===== config.mk =====
export PLATFORM = sky130hd
export DESIGN_NAME = tx_device
export DESIGN_NICKNAME = d
export VERILOG_FILES = /design/src/rtl/tx_pkg.sv /design/src/rtl/tx_bit_timer.sv /design/src/rtl/tx_device.sv
export SDC_FILE = /design/constraint.sdc
export NUM_CORES = 1
export LEC_CHECK = 0
export CAP_MARGIN = 20
export CORE_ASPECT_RATIO = 0.8
export CORE_MARGIN = 2
export CORE_UTILIZATION = 35
export CTS_CLUSTER_DIAMETER = 50
export DETAILED_ROUTE_END_ITERATION = 8
export PLACE_DENSITY = 0.55
export SYNTH_ARGS = -nofsm -noshare
export SYNTH_HDL_FRONTEND = slang
export SYNTH_SLANG_ARGS = --single-unit

===== constraint.sdc =====
create_clock -name clk -period 1.4 [get_ports clk]
set_input_delay 0.14 -clock clk [delete_from_list [all_inputs] [get_ports clk]]
set_output_delay 0.14 -clock clk [all_outputs]
set_load 0.01 [all_outputs]

===== src/rtl/tx_pkg.sv =====
// Shared types and default constants for the serial frame transmitter.
package tx_pkg;

  typedef enum logic [1:0] {
    IDLE  = 2'd0,
    START = 2'd1,
    DATA  = 2'd2,
    STOP  = 2'd3
  } tx_state_t;

  localparam int   TX_DATA_BITS    = 4;
  localparam int   TX_CLKS_PER_BIT = 5;
  localparam logic TX_LINE_IDLE    = 1'b1;

endpackage


===== src/rtl/tx_bit_timer.sv =====
// Clock-per-bit and bit counters for the transmitter, with terminal-count flags.
module tx_bit_timer
  import tx_pkg::*;
#(
  parameter int DATA_BITS    = TX_DATA_BITS,
  parameter int CLKS_PER_BIT = TX_CLKS_PER_BIT
) (
  input  logic clk,
  input  logic rst,
  input  logic clear_i,
  input  logic run_i,
  output logic clk_tc_o,
  output logic bit_tc_o
);

  localparam int CLK_W = $clog2(CLKS_PER_BIT);
  localparam int BIT_W = $clog2(DATA_BITS + 1);
  localparam logic [CLK_W-1:0] CLK_LAST = CLK_W'(CLKS_PER_BIT - 1);
  localparam logic [BIT_W-1:0] BIT_LAST = BIT_W'(DATA_BITS - 1);
  localparam logic [BIT_W-1:0] BIT_END  = BIT_W'(DATA_BITS);

  logic [CLK_W-1:0] clk_cnt_q, clk_cnt_d;
  logic [BIT_W-1:0] bit_cnt_q, bit_cnt_d;

  assign clk_tc_o = (clk_cnt_q == CLK_LAST);
  assign bit_tc_o = (bit_cnt_q == BIT_LAST);

  always_comb begin
    clk_cnt_d = clk_cnt_q;
    bit_cnt_d = bit_cnt_q;
    if (clear_i) begin
      clk_cnt_d = '0;
      bit_cnt_d = '0;
    end else if (run_i) begin
      if (clk_tc_o) begin
        clk_cnt_d = '0;
        // Saturate at DATA_BITS so the count stays put through the stop bit.
        if (bit_cnt_q != BIT_END) bit_cnt_d = bit_cnt_q + 1'b1;
      end else begin
        clk_cnt_d = clk_cnt_q + 1'b1;
      end
    end
  end

  always_ff @(posedge clk) begin
    if (rst) begin
      clk_cnt_q <= '0;
      bit_cnt_q <= '0;
    end else begin
      clk_cnt_q <= clk_cnt_d;
      bit_cnt_q <= bit_cnt_d;
    end
  end

endmodule


===== src/rtl/tx_device.sv =====
// Serial frame transmitter: start strobe, LSB-first payload, stop bit.
// Optional stop-bit error injection is enabled with TX_ERR_INJECT_EN.
module tx_device
  import tx_pkg::*;
#(
  parameter int DATA_BITS    = TX_DATA_BITS,
  parameter int CLKS_PER_BIT = TX_CLKS_PER_BIT
) (
  input  logic                 clk,
  input  logic                 rst,
  input  logic                 tx_valid,
  input  logic [DATA_BITS-1:0] tx_word,
`ifdef TX_ERR_INJECT_EN
  input  logic                 inject_err,
`endif
  output logic                 tx_ready,
  output logic                 tx_start,
  output logic                 tx_data,
  output logic                 tx_busy
);

  tx_state_t            state_q, state_d;
  logic [DATA_BITS-1:0] shift_q, shift_d;
  logic                 tx_start_q, tx_start_d;
  logic                 tx_data_q, tx_data_d;
  logic                 accept;
  logic                 clk_tc, bit_tc;
  logic                 stop_level;

  assign accept   = (state_q == IDLE) && tx_valid;
  assign tx_ready = (state_q == IDLE);
  assign tx_busy  = (state_q != IDLE);
  assign tx_start = tx_start_q;
  assign tx_data  = tx_data_q;

`ifdef TX_ERR_INJECT_EN
  logic err_q, err_d;
  assign err_d      = accept ? inject_err : err_q;
  assign stop_level = err_q ? ~TX_LINE_IDLE : TX_LINE_IDLE;

  always_ff @(posedge clk) begin
    if (rst) err_q <= 1'b0;
    else     err_q <= err_d;
  end
`else
  assign stop_level = TX_LINE_IDLE;
`endif

  tx_bit_timer #(
    .DATA_BITS    (DATA_BITS),
    .CLKS_PER_BIT (CLKS_PER_BIT)
  ) u_timer (
    .clk      (clk),
    .rst      (rst),
    .clear_i  (accept),
    .run_i    ((state_q == DATA) || (state_q == STOP)),
    .clk_tc_o (clk_tc),
    .bit_tc_o (bit_tc)
  );

  always_comb begin
    state_d = state_q;
    shift_d = shift_q;
    case (state_q)
      IDLE: begin
        if (accept) begin
          state_d = START;
          shift_d = tx_word;
        end
      end
      START: state_d = DATA;
      DATA: begin
        if (clk_tc) begin
          shift_d = shift_q >> 1;
          if (bit_tc) state_d = STOP;
        end
      end
      STOP: if (clk_tc) state_d = IDLE;
      default: state_d = IDLE;
    endcase

    // Outputs are decoded from the next state so the registered line lines up with the state.
    tx_start_d = (state_d == START);
    case (state_d)
      DATA:    tx_data_d = shift_d[0];
      STOP:    tx_data_d = stop_level;
      default: tx_data_d = TX_LINE_IDLE;
    endcase
  end

  always_ff @(posedge clk) begin
    if (rst) begin
      state_q    <= IDLE;
      shift_q    <= '0;
      tx_start_q <= 1'b0;
      tx_data_q  <= TX_LINE_IDLE;
    end else begin
      state_q    <= state_d;
      shift_q    <= shift_d;
      tx_start_q <= tx_start_d;
      tx_data_q  <= tx_data_d;
    end
  end

endmodule


==> summary.md, run 1 <==
| Metric | Value |
|---|---|
| CP Data Required Time | 1.55 ns |
| Synth area leaders | dfxtp_1 41%, ha_1 9.1%, a21oi_1 7.2%, nand3_1 5.8%, inv_1 4.3% |
| Hold Vio Cnt, Final | 0 |
| Die ar. | 2347 sq um |
| Net Sw Frac | 25.24% |
| RSZ-0062 raised after global routing | false |
| Final core utilization | 47.93% |
| Synthesized cell area | 690.7 sq um |
| Mean post-synth cell area | 8.527 sq um |
| Clock Latency Late Sink | 0.27 ns |
| GR Util met1 | 20.34% |
| Combinational Power Share | 16.7% |
| # IOs | 11 |
| Worst slew pin tran | 0.3962 ns |
| CP Class | reg2reg |
| Cells after synthesis | 81 |
| Met3 usage | 7.241% |
| Largest net degree at the start of global routing | 14 |
| First-pass GRT wire length | 2421 um |
| Post-CTS setup buffer count | 0 |
| Max-slew headroom | 73.47% |
| Site Rows | 14 |
| Synth cell count leaders | 14 x dfxtp_1, 10 x a21oi_1, 8 x inv_1, 8 x nand3_1, 5 x ha_1 |
| Gpl congestion | 0.7384 |
| Status | finished, final reports clean |
| Nets@finish | 111 |
| Dominant cell by count in the synthesized netlist | dfxtp_1 |
| Initial antenna violation count | 0 |
| Post-synth EDFFs | 0 |
| Clock Power Share | 27.9% |
| Vias in the first global route | 532 |
| TritonCTS clock tree | yes |
| P_leak | 0.3308 nW |
| Final WL | 1453 um |
| Async S/R FF share, synth | 0% |
| Area of the multi-input gates | 385.4 sq um |
| Part of the cycle the worst path needs | 93.77% |
| Routed Antenna Nets | 0 |
| Via count | 605 |
| PortBufs | 10 |
| Critical Path AT | 1.46 ns |
| Final Skew | 0.0008224 ns |
| GR Layer Usage met2 | 20.49% |
| Maxcap violations | 0 |
| Register area | 287.8 sq um |
| Initial Util | 36.85% |
| Int Pwr | 0.0005843 W |
| Net Count, Synth | 93 |
| Tot GR Track Use | 14.89% |
| Max Root-Sink Buffers | 2 |
| Final worst path period need | 1.313 ns |
| Syn. warnings | 0 |
| Hpwl dp | 1017 um |
| Main flop type after synthesis | dfxtp_1 |
| Tot Pwr | 0.0007816 W |
| Top cell type's share of synthesized area | 40.58% |
| Critical path endpoint category | flop |
| GRT overflow | 0 |
| Tightest Hold Check Type | in2reg |
| Core Area | 1874 sq um |
| Fill cell count | 188 |
| CP max FO | 5 |
| Yosys reg bits | 14 |
| Die Span Y | 43.73 um |
| Max-slew violation count | 0 |
| GR peak layer | met2 |
| Net Switching | 0.0001973 W |
| Sequential fraction of the synthesis area | 40.58% |
| Sequential group share of total power | 55.5% |
| Num CTS Buffers | 3 |
| Drt wl/cell | 12.01 um |
| Max Freq | 761.7 MHz |
| Deepest level of the CTS H-tree | 1 |
| Netlist cell types | 27 |
| Hold_buf cts | 0 |
| Post-Place Cells | 118 |
| Crit start category | flop |
| DR iter-0 viols | 5 |
| Post-synth top area cell | dfxtp_1 |
| DR pass1 iterations | 5 |
| Die span in x | 53.67 um |
| Share of layout cells above drive strength 1 | 23.71% |
| DR vias/cell | 5.000 |
| Area grow syn2layout | 30.07% |
| Final non-filler cell total | 121 |
| Pwr/cell area | 870.0 nW/um^2 |
| Endpoints failing setup | 0 |
| N_diodes | 0 |
| Worst-path clk slew | 0.08 ns |
| CTS Root Cell | clkbuf_4 |
| Max VDD drop | 471.6 uV |
| Drt drc | 0 |
| Clk sinks | 14 |
[metrics by stage]
step | hold slack (ns) | setup TNS [ns] | instance area, sq um | setup WS, ns
floorplan | 0.2760 | 0 | 690.7 | 0.09331
global placement | 0.4698 | -0.1265 | 849.6 | -0.04323
detailed placement | 0.4674 | -0.2597 | 849.6 | -0.04450
CTS | 0.4008 | 0 | 882.1 | 0.01051
global route | 0.4219 | 0 | 898.4 | 0.004386
finish | 0.4111 | 0 | 898.4 | 0.08717
[kinds of logic after synthesis]
logic type / after synthesis / share of synthesized area, %
buffers and inverters: 11 / 6.702
flip-flops: 14 / 40.58
AND/OR/NAND/NOR: 30 / 25.73
AO/OA/AOI/OAI: 21 / 17.93
adder cells (fa/ha/maj): 5 / 9.058
[flip-flops by register name (all words and copies together), names as in the netlist]
register / cells
u_timer.clk_cnt_q: 3
shift_q: 4
u_timer.bit_cnt_q: 3
tx_data: 1
state_q: 2
tx_start: 1
[power groups by stage]
stage	registers [W]	logic [W]	clock network, W
floorplan	0.000440	0.0000694	0
detailed placement	0.000440	0.000129	0
global placement	0.000440	0.000129	0
finish	0.000433	0.000130	0.000218
global route	0.000436	0.000144	0.000254
CTS	0.000432	0.000127	0.000232
[repair_timing]
item                       in CTS  in global routing
pin swaps                       1                  1
hold endpoints to repair        0                  0
gates resized for setup         7                  7
setup endpoints to repair       3                 10
cloned                          0                  0
[metal layers]
layer,up-vias,wire (um)
met5,-,0
met4,0,13
met3,2,46
met2,10,683
met1,275,709
li1,318,-
[critical path, stage by stage (launching register included)]
cell and delay (ns):
dfxtp_2 0.33, inv_1 0.07, ha_2 0.22, buf_4 0.12, nand4b_1 0.20, nand3_2 0.14, o2111ai_1 0.10
[final cells by class]
| class | count | area share [%] |
|---|---|---|
| multi-input cells | 56 | 42.90 |
| flip-flops and latches | 14 | 32.03 |
| repair buffers | 16 | 15.88 |
| inverters | 8 | 3.343 |
| well taps | 24 | 3.343 |
| clock buffers | 3 | 2.507 |
[placed cells by master, fill, tap and decap left out, drive strengths merged, types with 2 or more instances in the layout]
| cell | Yosys | layout |
|---|---|---|
| dfxtp | 14 | 14 |
| a21oi | 10 | 10 |
| nand3 | 9 | 9 |
| inv | 8 | 8 |
| clkdlybuf4s50 | 0 | 8 |
| buf | 3 | 6 |
| nand2 | 5 | 5 |
| ha | 5 | 5 |
| nor2 | 4 | 4 |
| nand2b | 3 | 3 |
| o21ai | 3 | 3 |
| clkbuf | 0 | 3 |
| a22oi | 3 | 3 |
| a31oi | 2 | 2 |
| dlygate4sd2 | 0 | 2 |
| a211oi | 2 | 2 |
[worst paths after layout]
check / cells after the start / slack, ns / from / end
min reg2reg: 2 / 0.48 / shift_q[2]$_SDFFE_PP0P_ / shift_q[2]$_SDFFE_PP0P_
max: 6 / 0.09 / u_timer.clk_cnt_q[0]$_SDFFE_PP0P_ / tx_data$_SDFF_PP1_
min: 3 / 0.41 / tx_word[3] / shift_q[3]$_SDFFE_PP0P_
max reg2reg: 6 / 0.09 / u_timer.clk_cnt_q[0]$_SDFFE_PP0P_ / tx_data$_SDFF_PP1_
(Power assumes the default switching activity.)
==> run 2: changes to the inputs <==
Settings changed: CORE_ASPECT_RATIO 0.8 to not set, CORE_UTILIZATION 35 to 50, PLACE_DENSITY 0.55 to 0.74.
==> run 2 against run 1 <==
  * Setup slack better by 0.0022 ns
  * Wire length down 3.9%
  * Core utilization up 19 points
  * Largest cell class unchanged
  * Critical endpoint unchanged
  * Largest power group unchanged
==> summary.md, run 2 (same netlist as run 1, synthesis figures left out) <==
| Metric | Value |
|---|---|
| Worst slew pin tran | 0.2414 ns |
| Deepest level of the CTS H-tree | 1 |
| CP Data Required Time | 1.54 ns |
| TritonCTS clock tree | yes |
| Critical path endpoint category | flop |
| Gpl congestion | 0.7081 |
| Core Area | 1301 sq um |
| Status | finished, final reports clean |
| Max-slew headroom | 83.88% |
| Nets@finish | 111 |
| CP max stage delay | 0.36 ns |
| Largest net degree at the start of global routing | 13 |
| Setup ws final | 0.08941 ns |
| Pwr/cell area | 882.9 nW/um^2 |
| DR iter-0 viols | 5 |
| Hpwl dp | 1086 um |
| Hold Vio Cnt, Final | 0 |
| Via count | 620 |
| Max-slew violation count | 0 |
| CTS Root Cell | clkbuf_4 |
| Final WL | 1396 um |
| Max Root-Sink Buffers | 2 |
| Tot GR Track Use | 20.34% |
| Crit start category | flop |
| Register area | 287.8 sq um |
| Die span in x | 41.17 um |
| PortBufs | 10 |
| DR pass1 iterations | 4 |
| Final core utilization | 67.31% |
| Drt wl/cell | 12.46 um |
| Largest reg by FF count | shift_q |
| CP cell instances | inv_1 -> ha_2 -> and4b_1 -> a22oi_2 -> o2111ai_1 |
| Drt drc | 0 |
| # IOs | 11 |
| N_diodes | 0 |
| Area grow syn2layout | 26.81% |
| Routed Antenna Nets | 0 |
| Worst-path clk slew | 0.07 ns |
| Max VDD drop | 667.3 uV |
| Max Freq | 763.0 MHz |
| Part of the cycle the worst path needs | 93.61% |
| Post-Place Cells | 109 |
| Area of the multi-input gates | 374.1 sq um |
| Final worst path period need | 1.311 ns |
| Most common cell after layout, fill and taps aside | dfxtp_1 |
| Site Rows | 13 |
| CP Class | reg2reg |
| CP max FO | 5 |
| CP max stage cell | dfxtp_1 |
| Share of layout cells above drive strength 1 | 17.53% |
| Die Span Y | 41.17 um |
| Fill cell count | 116 |
| Endpoints failing setup | 0 |
| RSZ-0062 raised after global routing | false |
| Initial Util | 53.08% |
| Die ar. | 1695 sq um |
| DR vias/cell | 5.536 |
| Top flop regs | shift_q x4, u_timer.bit_cnt_q x3, u_timer.clk_cnt_q x3 |
| CP delay by family, top | flip-flops |
| Tightest Hold Check Type | in2reg |
| Critical Path AT | 1.45 ns |
| Num CTS Buffers | 3 |
| Clock Latency Late Sink | 0.27 ns |
| First-pass GRT wire length | 2201 um |
| Buffers & Inverters on Critical Path | 1 |
| Commonest non-fill, non-tap cells in the layout | 12 x dfxtp_1, 10 x a21oi_1, 8 x inv_1, 8 x nand3_1, 8 x clkdlybuf4s50_1 |
| Final non-filler cell total | 112 |
| Max FFs per register | 4 |
| Initial antenna violation count | 0 |
| Worst slack, placed | -0.02362 ns |
| P_leak | 0.3310 nW |
| Final Skew | 0.001559 ns |
| Clk sinks | 14 |
| Vias in the first global route | 548 |
| GRT overflow | 0 |
| Hold_buf cts | 0 |
| Maxcap violations | 0 |
==> run 2: what timing repair did <==
item                       4_1_cts  5_1_grt
setup buffers                    0        0
resized for setup                8        1
setup endpoints to repair        3        3
hold endpoints to repair         0        0
==> run 2: stage by stage <==
step | hold slack [ns] | power [W] | cell area, sq um | setup TNS [ns]
floorplan | 0.2760 | 0.0005089 | 690.7 | 0
global placement | 0.4670 | 0.0005699 | 838.3 | -0.04441
detailed placement | 0.4682 | 0.0005737 | 838.3 | -0.09512
CTS | 0.4173 | 0.0007870 | 873.3 | 0
global route | 0.4186 | 0.0008172 | 875.8 | 0
finish | 0.4214 | 0.0007733 | 875.8 | 0
==> run 2: cell type report <==
type | instances | area share (%)
clock buffers | 3 | 2.571
inverters | 8 | 3.429
multi-input cells | 56 | 42.71
flip-flops and latches | 14 | 32.86
well taps | 15 | 2.143
repair buffers | 16 | 16.29
==> run 2: layer usage <==
| layer | track usage (%) | up-vias | share of wire [%] |
|---|---|---|---|
| li1 | - | 319 | - |
| met1 | 22.48 | 292 | 45 |
| met2 | 35.94 | 7 | 51 |
| met3 | 6.522 | 2 | 3.6 |
| met4 | 7.258 | 0 | 0.86 |
| met5 | 0 | - | 0 |
==> run 2: path summary, 6_finish.rpt <==
path                                           from                       to  slack, ns  depth (start not counted)
setup / recovery  u_timer.clk_cnt_q[1]$_SDFFE_PP0P_       tx_data$_SDFF_PP1_       0.09                          5
hold / removal                           tx_word[3]  shift_q[3]$_SDFFE_PP0P_       0.42                          3
setup reg to reg  u_timer.clk_cnt_q[1]$_SDFFE_PP0P_       tx_data$_SDFF_PP1_       0.09                          5
hold reg to reg             shift_q[3]$_SDFFE_PP0P_  shift_q[3]$_SDFFE_PP0P_       0.48                          2
==> run 2: worst min-delay path: stages <==
cell and delay [ns]:
clkdlybuf4s50_1 0.40, nand2_1 0.06, a21oi_1 0.05
==> run 2: power by group <==
part | internal, W | leakage (nW) | switching, W
sequential | 0.000416 | 0.116 | 0.0000163
clock | 0.0000994 | 0.0138 | 0.000112
combinational | 0.0000690 | 0.202 | 0.0000603
==> run 3: changes to the inputs <==
Settings changed: HOLD_SLACK_MARGIN set to 0.06.
==> results of run 3 <==
Final layout, timing and power as in run 2 (identical DEF).
